--- config.mk ---
export PLATFORM = sky130hd
export DESIGN_NAME = spi_wb_xfer_seq_flat
export DESIGN_NICKNAME = d
export VERILOG_FILES = /design/src/rtl/spi_wb_xfer_seq_pkg.sv /design/src/rtl/spi_wb_xfer_seq_if.sv /design/src/rtl/spi_wb_xfer_seq_access.sv /design/src/rtl/spi_wb_xfer_seq.sv /design/src/flat_wrapper.sv
export SDC_FILE = /design/constraint.sdc
export NUM_CORES = 1
export LEC_CHECK = 0
export BUFFER_PORTS_ARGS = -buffer_cell sky130_fd_sc_hd__buf_4
export CAP_MARGIN = 40
export CORE_ASPECT_RATIO = 1.4
export CORE_UTILIZATION = 50
export CTS_BUF_LIST = sky130_fd_sc_hd__clkbuf_4 sky130_fd_sc_hd__clkbuf_8
export DETAILED_ROUTE_END_ITERATION = 16
export PLACE_DENSITY_LB_ADDON = 0.3
export SYNTH_ARGS = -nofsm -noshare
export SYNTH_HDL_FRONTEND = slang
export SYNTH_HIERARCHICAL = 1
export SYNTH_SLANG_ARGS = --single-unit
--- constraint.sdc ---
create_clock -name wb_clk_i -period 2.2 [get_ports wb_clk_i]
set_input_delay 0.11 -clock wb_clk_i [delete_from_list [all_inputs] [get_ports wb_clk_i]]
set_output_delay 0.11 -clock wb_clk_i [all_outputs]
set_load 0.02 [all_outputs]
--- src/rtl/spi_wb_xfer_seq_pkg.sv ---
// spi_wb_seq_pkg
// Shared constants and types for the simple_spi Wishbone transfer sequencer:
// register map of simple_spi_top, SPCR/SPSR bit positions, the FIFO flush
// control word, the sequencer state encoding, and a helper that assembles
// the SPCR enable word.
package spi_wb_seq_pkg;

    // simple_spi_top register addresses
    localparam logic [7:0] ADR_SPCR = 8'd0;
    localparam logic [7:0] ADR_SPSR = 8'd1;
    localparam logic [7:0] ADR_SPDR = 8'd2;
    localparam logic [7:0] ADR_SPER = 8'd3;

    // SPCR / SPSR bit indices
    localparam int SPCR_SPE     = 6;
    localparam int SPCR_MSTR    = 4;
    localparam int SPCR_CPOL    = 3;
    localparam int SPCR_CPHA    = 2;
    localparam int SPSR_RFEMPTY = 0;

    // Writing SPCR with SPE=0 disables the core, which clears its FIFOs
    localparam logic [7:0] SPCR_FLUSH = 8'h10;

    typedef enum logic [2:0] {
        ST_INIT_CTRL,
        ST_INIT_EXT,
        ST_IDLE,
        ST_WR_DATA,
        ST_POLL,
        ST_RD_DATA,
        ST_FLUSH,
        ST_RESP
    } state_t;

    // SPCR word that enables the core as master with the chosen mode/divider
    function automatic logic [7:0] spcr_enable(input logic cpol, input logic cpha,
                                               input logic [1:0] spr);
        logic [7:0] v;
        v            = 8'h00;
        v[SPCR_SPE]  = 1'b1;
        v[SPCR_MSTR] = 1'b1;
        v[SPCR_CPOL] = cpol;
        v[SPCR_CPHA] = cpha;
        v[1:0]       = spr;
        return v;
    endfunction

endpackage

--- src/rtl/spi_wb_xfer_seq_if.sv ---
// spi_wb_xfer_seq_if
// Bundles the command stream, response stream and Wishbone master bus of the
// transfer sequencer.
//   cmd_*  : valid/ready byte commands into the sequencer (last closes frame)
//   rsp_*  : valid/ready MISO bytes out of the sequencer (err = poll timeout)
//   wbm_*  : Wishbone master towards simple_spi_top
// Modports: master = the sequencer, slave = its environment.
interface spi_wb_xfer_seq_if;

    logic       cmd_valid_i;
    logic       cmd_ready_o;
    logic [7:0] cmd_data_i;
    logic       cmd_last_i;

    logic       rsp_valid_o;
    logic       rsp_ready_i;
    logic [7:0] rsp_data_o;
    logic       rsp_err_o;

    logic       wbm_cyc_o;
    logic       wbm_stb_o;
    logic       wbm_we_o;
    logic [7:0] wbm_adr_o;
    logic [7:0] wbm_dat_o;
    logic [7:0] wbm_dat_i;
    logic       wbm_ack_i;

    modport master (
        input  cmd_valid_i, cmd_data_i, cmd_last_i, rsp_ready_i, wbm_dat_i, wbm_ack_i,
        output cmd_ready_o, rsp_valid_o, rsp_data_o, rsp_err_o,
               wbm_cyc_o, wbm_stb_o, wbm_we_o, wbm_adr_o, wbm_dat_o
    );

    modport slave (
        output cmd_valid_i, cmd_data_i, cmd_last_i, rsp_ready_i, wbm_dat_i, wbm_ack_i,
        input  cmd_ready_o, rsp_valid_o, rsp_data_o, rsp_err_o,
               wbm_cyc_o, wbm_stb_o, wbm_we_o, wbm_adr_o, wbm_dat_o
    );

endinterface

--- src/rtl/spi_wb_xfer_seq_access.sv ---
// wb_single_access
// One-shot Wishbone master. A request (req/we/adr/wdata) launches a single
// access whose cyc/stb/we/adr/dat are held until ack is sampled; cyc/stb drop
// on that edge and done pulses combinationally in the ack cycle with rdata
// valid. Because a new access is only launched from a cycle where stb was
// already low, at least one idle cycle always separates two accesses.
// Ports: clk, rst_n (sync, active-low), req/we/adr/wdata in, done/rdata out,
//        cyc_o/stb_o/we_o/adr_o/dat_o/dat_i/ack_i Wishbone master side.
module wb_single_access (
    input  logic       clk,
    input  logic       rst_n,
    input  logic       req,
    input  logic       we,
    input  logic [7:0] adr,
    input  logic [7:0] wdata,
    output logic       done,
    output logic [7:0] rdata,
    output logic       cyc_o,
    output logic       stb_o,
    output logic       we_o,
    output logic [7:0] adr_o,
    output logic [7:0] dat_o,
    input  logic [7:0] dat_i,
    input  logic       ack_i
);

    // Launch on an idle cycle, hold until ack; ack with stb low is ignored
    always_ff @(posedge clk) begin
        if (!rst_n) begin
            cyc_o <= 1'b0;
            stb_o <= 1'b0;
            we_o  <= 1'b0;
            adr_o <= 8'h00;
            dat_o <= 8'h00;
        end else if (stb_o) begin
            if (ack_i) begin
                cyc_o <= 1'b0;
                stb_o <= 1'b0;
            end
        end else if (req) begin
            cyc_o <= 1'b1;
            stb_o <= 1'b1;
            we_o  <= we;
            adr_o <= adr;
            dat_o <= wdata;
        end
    end

    assign done  = stb_o & ack_i;
    assign rdata = dat_i;

endmodule

--- src/rtl/spi_wb_xfer_seq.sv ---
// spi_wb_xfer_seq
// Wishbone master sitting in front of simple_spi_top. After reset it writes
// SPCR and SPER, then for every command byte writes SPDR, polls SPSR until the
// read FIFO holds data (or POLL_LIMIT reads elapse), reads SPDR and returns the
// byte on the response stream. A timeout flushes the core, reports err with
// data 8'h00, closes the frame and re-initialises the core.
// Ports: wb_clk_i clock, wb_rst_i sync active-low reset, bus (cmd/rsp streams
//        and Wishbone master), ss_n_o active-low slave select, busy_o.
module spi_wb_xfer_seq
    import spi_wb_seq_pkg::*;
#(
    parameter logic       CPOL       = 1'b0,
    parameter logic       CPHA       = 1'b0,
    parameter logic [1:0] SPR        = 2'b00,
    parameter logic [1:0] ESPR       = 2'b00,
    parameter int         POLL_LIMIT = 255
) (
    input  logic                     wb_clk_i,
    input  logic                     wb_rst_i,
    spi_wb_xfer_seq_if.master        bus,
    output logic                     ss_n_o,
    output logic                     busy_o
);

    localparam logic [7:0] SPCR_INIT = spcr_enable(CPOL, CPHA, SPR);
    localparam logic [7:0] SPER_INIT = {6'b000000, ESPR};
    localparam logic [7:0] POLL_LIM8 = POLL_LIMIT[7:0];

    state_t     state, next_state;
    logic       acc_req, acc_we, acc_done;
    logic [7:0] acc_adr, acc_wdata, acc_rdata;
    logic [7:0] data_q, rsp_data_q, poll_cnt;
    logic [7:0] poll_next;
    logic       last_q, rsp_err_q, ss_n_q;
    logic       cmd_ready, rsp_valid, busy;

    assign poll_next = poll_cnt + 8'd1;

    wb_single_access u_access (
        .clk   (wb_clk_i),
        .rst_n (wb_rst_i),
        .req   (acc_req),
        .we    (acc_we),
        .adr   (acc_adr),
        .wdata (acc_wdata),
        .done  (acc_done),
        .rdata (acc_rdata),
        .cyc_o (bus.wbm_cyc_o),
        .stb_o (bus.wbm_stb_o),
        .we_o  (bus.wbm_we_o),
        .adr_o (bus.wbm_adr_o),
        .dat_o (bus.wbm_dat_o),
        .dat_i (bus.wbm_dat_i),
        .ack_i (bus.wbm_ack_i)
    );

    always_ff @(posedge wb_clk_i) begin
        if (!wb_rst_i) state <= ST_INIT_CTRL;
        else           state <= next_state;
    end

    // Each access state keeps req asserted; the transition happens on done
    always_comb begin
        next_state = state;
        acc_req    = 1'b0;
        acc_we     = 1'b0;
        acc_adr    = ADR_SPCR;
        acc_wdata  = 8'h00;
        cmd_ready  = 1'b0;
        rsp_valid  = 1'b0;
        busy       = 1'b1;
        case (state)
            ST_INIT_CTRL: begin
                acc_req = 1'b1; acc_we = 1'b1; acc_adr = ADR_SPCR; acc_wdata = SPCR_INIT;
                if (acc_done) next_state = ST_INIT_EXT;
            end
            ST_INIT_EXT: begin
                acc_req = 1'b1; acc_we = 1'b1; acc_adr = ADR_SPER; acc_wdata = SPER_INIT;
                if (acc_done) next_state = ST_IDLE;
            end
            ST_IDLE: begin
                cmd_ready = 1'b1;
                busy      = 1'b0;
                if (bus.cmd_valid_i) next_state = ST_WR_DATA;
            end
            ST_WR_DATA: begin
                acc_req = 1'b1; acc_we = 1'b1; acc_adr = ADR_SPDR; acc_wdata = data_q;
                if (acc_done) next_state = ST_POLL;
            end
            ST_POLL: begin
                acc_req = 1'b1; acc_adr = ADR_SPSR;
                if (acc_done) begin
                    if (!acc_rdata[SPSR_RFEMPTY]) next_state = ST_RD_DATA;
                    else if (poll_next == POLL_LIM8) next_state = ST_FLUSH;
                end
            end
            ST_RD_DATA: begin
                acc_req = 1'b1; acc_adr = ADR_SPDR;
                if (acc_done) next_state = ST_RESP;
            end
            ST_FLUSH: begin
                acc_req = 1'b1; acc_we = 1'b1; acc_adr = ADR_SPCR; acc_wdata = SPCR_FLUSH;
                if (acc_done) next_state = ST_RESP;
            end
            ST_RESP: begin
                rsp_valid = 1'b1;
                // err is only ever set by a timeout, so it selects re-init
                if (bus.rsp_ready_i) next_state = rsp_err_q ? ST_INIT_CTRL : ST_IDLE;
            end
            default: next_state = ST_INIT_CTRL;
        endcase
    end

    // Command latch, poll counter, response registers and frame select
    always_ff @(posedge wb_clk_i) begin
        if (!wb_rst_i) begin
            data_q     <= 8'h00;
            last_q     <= 1'b0;
            rsp_data_q <= 8'h00;
            rsp_err_q  <= 1'b0;
            ss_n_q     <= 1'b1;
            poll_cnt   <= 8'h00;
        end else begin
            case (state)
                ST_IDLE: if (bus.cmd_valid_i) begin
                    data_q <= bus.cmd_data_i;
                    last_q <= bus.cmd_last_i;
                    ss_n_q <= 1'b0;
                end
                ST_WR_DATA: poll_cnt <= 8'h00;
                ST_POLL: if (acc_done && acc_rdata[SPSR_RFEMPTY]) poll_cnt <= poll_next;
                ST_RD_DATA: if (acc_done) begin
                    rsp_data_q <= acc_rdata;
                    rsp_err_q  <= 1'b0;
                end
                ST_FLUSH: if (acc_done) begin
                    rsp_data_q <= 8'h00;
                    rsp_err_q  <= 1'b1;
                    last_q     <= 1'b1;
                end
                ST_RESP: if (bus.rsp_ready_i && last_q) ss_n_q <= 1'b1;
                default: ;
            endcase
        end
    end

    assign bus.cmd_ready_o = cmd_ready;
    assign bus.rsp_valid_o = rsp_valid;
    assign bus.rsp_data_o  = rsp_data_q;
    assign bus.rsp_err_o   = rsp_err_q;
    assign ss_n_o          = ss_n_q;
    assign busy_o          = busy;

endmodule

--- src/flat_wrapper.sv ---
// flat-port wrapper written by rule: the top's interface ports become plain ports
module spi_wb_xfer_seq_flat import spi_wb_seq_pkg::*;
#(
    parameter logic       CPOL       = 1'b0,
    parameter logic       CPHA       = 1'b0,
    parameter logic [1:0] SPR        = 2'b00,
    parameter logic [1:0] ESPR       = 2'b00,
    parameter int         POLL_LIMIT = 255
)
  (wb_clk_i, wb_rst_i, ss_n_o, busy_o, bus_cmd_valid_i, bus_cmd_data_i, bus_cmd_last_i, bus_rsp_ready_i, bus_wbm_dat_i, bus_wbm_ack_i, bus_cmd_ready_o, bus_rsp_valid_o, bus_rsp_data_o, bus_rsp_err_o, bus_wbm_cyc_o, bus_wbm_stb_o, bus_wbm_we_o, bus_wbm_adr_o, bus_wbm_dat_o);
  spi_wb_xfer_seq_if bus_i ();
  input  logic wb_clk_i;
  input  logic wb_rst_i;
  output logic ss_n_o;
  output logic busy_o;
  input wire logic [$bits(bus_i.cmd_valid_i)-1:0] bus_cmd_valid_i;
  input wire logic [$bits(bus_i.cmd_data_i)-1:0] bus_cmd_data_i;
  input wire logic [$bits(bus_i.cmd_last_i)-1:0] bus_cmd_last_i;
  input wire logic [$bits(bus_i.rsp_ready_i)-1:0] bus_rsp_ready_i;
  input wire logic [$bits(bus_i.wbm_dat_i)-1:0] bus_wbm_dat_i;
  input wire logic [$bits(bus_i.wbm_ack_i)-1:0] bus_wbm_ack_i;
  output wire logic [$bits(bus_i.cmd_ready_o)-1:0] bus_cmd_ready_o;
  output wire logic [$bits(bus_i.rsp_valid_o)-1:0] bus_rsp_valid_o;
  output wire logic [$bits(bus_i.rsp_data_o)-1:0] bus_rsp_data_o;
  output wire logic [$bits(bus_i.rsp_err_o)-1:0] bus_rsp_err_o;
  output wire logic [$bits(bus_i.wbm_cyc_o)-1:0] bus_wbm_cyc_o;
  output wire logic [$bits(bus_i.wbm_stb_o)-1:0] bus_wbm_stb_o;
  output wire logic [$bits(bus_i.wbm_we_o)-1:0] bus_wbm_we_o;
  output wire logic [$bits(bus_i.wbm_adr_o)-1:0] bus_wbm_adr_o;
  output wire logic [$bits(bus_i.wbm_dat_o)-1:0] bus_wbm_dat_o;
  assign bus_i.cmd_valid_i = bus_cmd_valid_i;
  assign bus_i.cmd_data_i = bus_cmd_data_i;
  assign bus_i.cmd_last_i = bus_cmd_last_i;
  assign bus_i.rsp_ready_i = bus_rsp_ready_i;
  assign bus_i.wbm_dat_i = bus_wbm_dat_i;
  assign bus_i.wbm_ack_i = bus_wbm_ack_i;
  assign bus_cmd_ready_o = bus_i.cmd_ready_o;
  assign bus_rsp_valid_o = bus_i.rsp_valid_o;
  assign bus_rsp_data_o = bus_i.rsp_data_o;
  assign bus_rsp_err_o = bus_i.rsp_err_o;
  assign bus_wbm_cyc_o = bus_i.wbm_cyc_o;
  assign bus_wbm_stb_o = bus_i.wbm_stb_o;
  assign bus_wbm_we_o = bus_i.wbm_we_o;
  assign bus_wbm_adr_o = bus_i.wbm_adr_o;
  assign bus_wbm_dat_o = bus_i.wbm_dat_o;
  spi_wb_xfer_seq #(.CPOL(CPOL), .CPHA(CPHA), .SPR(SPR), .ESPR(ESPR), .POLL_LIMIT(POLL_LIMIT)) u_core (.wb_clk_i(wb_clk_i), .wb_rst_i(wb_rst_i), .bus(bus_i), .ss_n_o(ss_n_o), .busy_o(busy_o));
endmodule
==> flow_metrics.py, run 1 <==
metrics = {
    "grt": {
        "grt_pass1_wl_um": 8100,
        "first_global_vias": 1873,
        "grt_max_degree": 38,
        "antenna_found_initial": 0,
        "grt_overflow_total": 0,
        "grt_use_total": 0.2037,
    },
    "outcome": {
        "outcome": "complete, no violations",
    },
    "floorplanning": {
        "start_util": 0.5183,
        "fp.dieH_um": 85.83,
        "fp.dieW_um": 61.88,
        "core_um2": 4842,
        "dieArea_um2": 5311,
        "fp-row-count": 30,
        "num_io_pins": 54,
    },
    "worst_setup_path": {
        "path_max_fanout": 18,
        "arrival_ns": 2.04,
        "required_ns": 2.38,
        "crit_type": "register to register",
        "cp-start-kind": "register",
        "end_kind": "register",
    },
    "clock_tree": {
        "root_buffer": "clkbuf_8",
        "post_cts_buffers": 0,
        "cts_num_sinks": 49,
        "clk_latency_ns": 0.30,
        "cts_tree": "done",
        "hold_buffers": 0,
        "cts_resized": 0,
        "cts_buffer_depth": 2,
        "cts_buffers": 5,
        "ctsHtreeMaxLevel": 2,
        "cts.clk_slew.worst_paths_ns": 0.09,
    },
    "final_layout": {
        "fin_util": 0.6088,
        "nFillCells": 430,
        "final_nets": 370,
        "final_cell_area_um2": 2948,
        "area_delta_synth_final_pct": 17.45,
        "final_common_cell": "nand2_1",
        "final_cells": 411,
        "insertedDiodeCount": 0,
        "final_cell_mix": "nand2_1 (75), buf_4 (58), dfxtp_1 (49), mux2i_1 (18), a21oi_1 (16)",
        "final_layout_size_suffix_gt1_frac": 0.2133,
    },
    "timing": {
        "finalWorstSetupSlack_ns": 0.3434,
        "skew_ns": 0.007806,
        "fin_crit_sh": 0.8439,
        "grt_setup_unrepaired": "no",
        "finalSetupViolations": 0,
        "timing.slew.headroom": 0.6123,
        "max_freq_mhz": 538.6,
        "tns_ns": 0,
        "min_period_ns": 1.857,
        "hold_viol_final": 0,
        "finalMaxSlewViolations": 0,
        "tightest_slew_ns": 0.5808,
    },
    "place": {
        "place_congestion": 0.9081,
        "place_hpwl_um": 3682,
        "place_ws_ns": 0.3751,
        "dp_cells": 403,
        "placed_area_um2": 2858,
        "io_buffers": 53,
    },
    "synthesis": {
        "syn_avg_cell_area_um2": 8.229,
        "synth.cell_area_um2": 2510,
        "ys_types": 49,
        "synth_cells": 305,
        "ys_warn_count": 6,
        "yosysSeqAreaShare": 0.3908,
        "synth-seq-cells": 49,
    },
    "power_and_ir_drop": {
        "irDropWorstVdd_uv": 375.2,
        "p_leak_nw": 1.232,
        "powerDensity_nw_per_um2": 571.7,
    },
    "route": {
        "via_per_inst": 5.180,
        "first_pass_iters": 4,
        "route.detailed.drc": 0,
        "drt-initial-drc-count": 112,
        "drtAntennaViolNets": 0,
        "num_vias": 2129,
        "wl_per_cell_um": 12.47,
        "wl_um": 5126,
    },
    "flow_run": {
        "cap_violations": 0,
    },
    "min_path": {
        "hold_class": "primary input to register",
    },
}
-- per-layer routing --
| layer | global-route usage | routed length, um |
|---|---|---|
| met5 | 0 | 0 |
| met4 | 0.09091 | 82 |
| met3 | 0.04977 | 206 |
| met2 | 0.3284 | 2546 |
| met1 | 0.2495 | 2291 |
-- kinds of logic (layout without fill, tap and decap cells) --
group           after synthesis  after routing  synth area share
flops                        49             49            0.3908
simple gates                142            142            0.2797
mux                          18             18           0.07178
fa+ha+maj                     2              2          0.009968
compound gates               56             56            0.1500
other cells                   1              6          0.001494
buf+inv                      32             69           0.07876
xor+xnor                      5              5           0.01745
-- worst paths after layout --
kind / cells past startpoint / slack, ns / endpoint / start
worst max-delay path: 5 / 0.34 / u_core/last_q / u_core/state[1]
worst min-delay path: 3 / 0.05 / u_core/data_q[1] / bus_cmd_data_i[1]
worst max register to register: 5 / 0.34 / u_core/last_q / u_core/state[1]
worst min register to register: 2 / 0.45 / u_core/data_q[5] / u_core/data_q[5]
-- worst max-delay path: stages, from the launching register on --
cell     delay, ns
dfxtp_1       0.70
and2b_1       0.27
and2b_1       0.19
nand2_1       0.23
o31ai_1       0.29
a21oi_1       0.07
-- layout make-up --
cell class | instances | area, um^2 | share of cell area
flip-flops and latches | 49 | 980.9 | 0.3328
inverters | 3 | 11.26 | 0.003820
clock buffers | 6 | 76.32 | 0.02589
well taps | 64 | 80.08 | 0.02716
repair buffers | 58 | 435.4 | 0.1477
clock inverters | 2 | 13.76 | 0.004669
multi-input cells | 229 | 1350 | 0.4580
-- power breakdown --
group / switching [mW] / internal [mW] / leakage [nW] / total [mW]
Clock: 0.296 / 0.239 / 0.0490 / 0.535
Combinational: 0.110 / 0.103 / 0.785 / 0.214
Sequential: 0.0242 / 0.912 / 0.398 / 0.937
-- synthesized netlist by cell type, drive strengths merged --
cell type / number / area (um^2)
a21boi: 19 / 142.6
a21oi: 16 / 80.08
a22oi: 2 / 15.01
a31o: 1 / 8.760
a31oi: 1 / 12.51
and2: 14 / 88.84
and2b: 2 / 15.01
and3: 4 / 25.02
and3b: 1 / 8.760
buf: 23 / 163.9
clkbuf: 6 / 22.52
conb: 1 / 3.750
dfxtp: 49 / 980.9
ha: 2 / 25.02
inv: 3 / 11.26
mux2i: 18 / 180.2
nand2: 75 / 281.5
nand3: 14 / 75.07
nand3b: 1 / 7.510
nand4: 1 / 6.260
nand4b: 2 / 17.52
nor2: 10 / 37.54
nor2b: 5 / 38.78
nor3: 3 / 15.01
nor3b: 5 / 48.80
nor4: 1 / 6.260
nor4b: 1 / 8.760
o21a: 1 / 7.510
o21ai: 9 / 45.04
o21bai: 1 / 7.510
o221a: 1 / 11.26
o22ai: 1 / 6.260
o2bb2ai: 1 / 8.760
o31ai: 2 / 15.01
o41ai: 1 / 16.27
or3: 2 / 12.51
or3b: 1 / 8.760
xnor2: 3 / 26.28
xor2: 2 / 17.52
-- per-stage QoR --
| step | power (mW) | hold WS (ns) |
|---|---|---|
| floorplan | 1.109 | 0.2448 |
| global placement | 1.169 | 0.3657 |
| detailed placement | 1.173 | 0.3746 |
| CTS | 1.709 | 0.04508 |
| global route | 1.767 | 0.04729 |
| finish | 1.685 | 0.05157 |
-- sequential cells by signal (all words and copies together), names as in the netlist --
register               flops
u_core/state               3
u_core/u_access/we_o       1
u_core/data_q              8
u_core/bus.rsp_data_o      8
u_core/bus.rsp_err_o       1
u_core/poll_cnt            8
u_core/u_access/dat_o      8
u_core/ss_n_o              1
u_core/u_access/adr_o      8
u_core/u_access/cyc_o      1
u_core/last_q              1
u_core/u_access/stb_o      1
No activity file was read; power rests on OpenSTA's default activity.
==> run 2, diff against run 1 <==
ABC_AREA = 1   (was not set)
clock period = 1.79 ns   (was 2.2 ns; I/O delays follow)
==> run 2 against run 1 <==
  * Power grew to 2.6 times the previous value
  * Cell count grew 13%
  * Largest cell class unchanged
  * Clock skew down 0.0024 ns
  * Synthesized cell count up 15%
  * Maximum frequency grew 16%
==> flow_metrics.py, run 2 <==
metrics = {
    "synthesis": {
        "synth.cell_area_um2": 2512,
        "yosys-top-cells-count": "nand2_1 (62), nor2_1 (59), dfxtp_1 (49)",
        "ys_types": 34,
        "synthArstFlopShare": 0,
        "yosysSeqAreaShare": 0.3904,
        "synthTopCellsByArea": "dfxtp_1 (39%), nand2_1 (9.3%), nor2_1 (8.8%)",
        "syn_avg_cell_area_um2": 7.158,
        "synth-seq-cells": 49,
        "synth_most_common_cell": "nand2_1",
        "synth_ff_type": "dfxtp_1",
        "synth_cells": 351,
        "synth_top_area_share": 0.3904,
        "synth_edf_count": 0,
        "synth.largest_area_cell": "dfxtp_1",
        "ys_warn_count": 6,
    },
    "grt": {
        "grt_use_total": 0.2092,
        "grt_pass1_wl_um": 8576,
        "grt_max_degree": 28,
        "first_global_vias": 2010,
        "grt_overflow_total": 0,
        "antenna_found_initial": 0,
    },
    "floorplanning": {
        "fp-row-count": 30,
        "start_util": 0.5189,
        "num_io_pins": 54,
        "dieArea_um2": 5317,
        "fp.dieH_um": 85.88,
        "core_um2": 4842,
        "fp.dieW_um": 61.91,
    },
    "min_path": {
        "holdPathStages": 2,
        "hold_class": "primary input to register",
    },
    "worst_setup_path": {
        "reg2reg_depth": 9,
        "required_ns": 1.97,
        "crit_type": "register to register",
        "cp-start-kind": "register",
        "path_max_fanout": 13,
        "arrival_ns": 1.78,
        "end_kind": "register",
    },
    "timing": {
        "skew_ns": 0.005433,
        "grt_setup_unrepaired": "no",
        "max_freq_mhz": 624.7,
        "finalMaxSlewViolations": 0,
        "finalSetupViolations": 0,
        "hold_slack_ns": 0.03622,
        "min_period_ns": 1.601,
        "fin_crit_sh": 0.8943,
        "hold_viol_final": 0,
        "tns_ns": 0,
    },
    "clock_tree": {
        "ctsHtreeMaxLevel": 2,
        "cts_tree": "done",
        "clk_latency_ns": 0.30,
        "cts_buffer_depth": 2,
        "cts.clk_slew.worst_paths_ns": 0.09,
        "cts_num_sinks": 49,
        "root_buffer": "clkbuf_8",
        "cts_buffers": 5,
    },
    "final_layout": {
        "area_delta_synth_final_pct": 20.02,
        "final_cell_mix": "nand2_1 (62), nor2_1 (59), buf_4 (58), dfxtp_1 (47), inv_1 (38)",
        "final_nets": 425,
        "final_layout_size_suffix_gt1_frac": 0.2587,
        "seqCellArea_um2": 983.4,
        "insertedDiodeCount": 0,
        "final_common_cell": "nand2_1",
        "nFillCells": 460,
        "multi_input_area_um2": 1214,
    },
    "power_and_ir_drop": {
        "powerDensity_nw_per_um2": 1444,
        "irDropWorstVdd_uv": 583.6,
        "p_leak_nw": 1.357,
    },
    "route": {
        "via_per_inst": 4.880,
        "route.detailed.drc": 0,
        "drtAntennaViolNets": 0,
        "num_vias": 2274,
        "wl_per_cell_um": 10.86,
        "first_pass_iters": 4,
        "wl_um": 5063,
        "drt-initial-drc-count": 84,
    },
    "place": {
        "place_congestion": 0.8471,
        "place_hpwl_um": 3825,
        "io_buffers": 53,
    },
    "outcome": {
        "outcome": "complete, no violations",
    },
    "flow_run": {
        "cap_violations": 0,
    },
}
run 2: path summary, 6_finish.rpt:
check | from | slack (ns) | end
max | u_core/state[2] | 0.19 | u_core/poll_cnt[0]
min | wb_rst_i | 0.04 | u_core/ss_n_o
max reg2reg | u_core/state[2] | 0.19 | u_core/poll_cnt[0]
min reg2reg | u_core/data_q[2] | 0.46 | u_core/data_q[2]
run 2: through the flow:
stage / area [um^2] / power, mW / utilization / std cells / setup slack [ns]
final: 3015 / 4.355 / 0.6227 / 466 / 0.1892
after global routing: 3015 / 4.711 / 0.6227 / 466 / 0.01668
after CTS: 3010 / 4.390 / 0.6217 / 466 / 0.1208
after detailed placement: 2890 / 3.561 / 0.5969 / 458 / 0.1626
after global placement: 2890 / 3.535 / 0.5969 / 458 / 0.1671
after floorplan: 2531 / 3.077 / - / 356 / 0.3155
run 2: final cells by class:
type	count	area share
clock buffers	6	0.02739
clock inverters	2	0.01245
inverters	48	0.06058
multi-input cells	239	0.4025
flip-flops and latches	49	0.3261
well taps	64	0.02656
repair buffers	58	0.1444
run 2: metal layers:
layer	wire length (um)	global-route usage	share of wire	up-vias
met1	2183	0.2481	0.43	1030
li1	-	-	-	1190
met4	61	0.06263	0.012	0
met2	2606	0.3675	0.51	48
met3	211	0.04072	0.042	6
met5	0	0	0	-
run 2: where the power goes:
| group | switching, mW | internal, mW | leakage, nW | total (mW) |
|---|---|---|---|---|
| logic | 1.19 | 0.738 | 0.898 | 1.93 |
| registers | 0.235 | 1.37 | 0.402 | 1.60 |
| clock network | 0.372 | 0.454 | 0.0574 | 0.826 |
run 2: critical path, stage by stage, from the launching register on:
cell	delay (ns)
dfxtp_1	0.49
nand2_4	0.13
nor2_8	0.19
nand2_4	0.09
inv_4	0.08
nand2_4	0.05
nand2_4	0.17
inv_2	0.08
a21oi_1	0.15
a211oi_2	0.04
run 2: logic make-up (layout without fill, tap and decap cells):
group                      count (synthesis)  count (layout)  synth area share
AOI/OAI and AO/OA                         49              49            0.1195
adders and majority gates                  2               2          0.009959
other                                      1               6          0.001493
DFF                                       49              49            0.3904
and+or+nand+nor                          182             182            0.3436
buffers and inverters                     68             114            0.1350
run 2: repair_timing:
| item | in CTS | in global routing |
|---|---|---|
| buffers inserted | 0 | 0 |
| endpoints found under the setup margin | 0 | 4 |
| gates resized for setup | 0 | 3 |
| endpoints found under the hold margin | 0 | 0 |
| hold buffers | 0 | 0 |
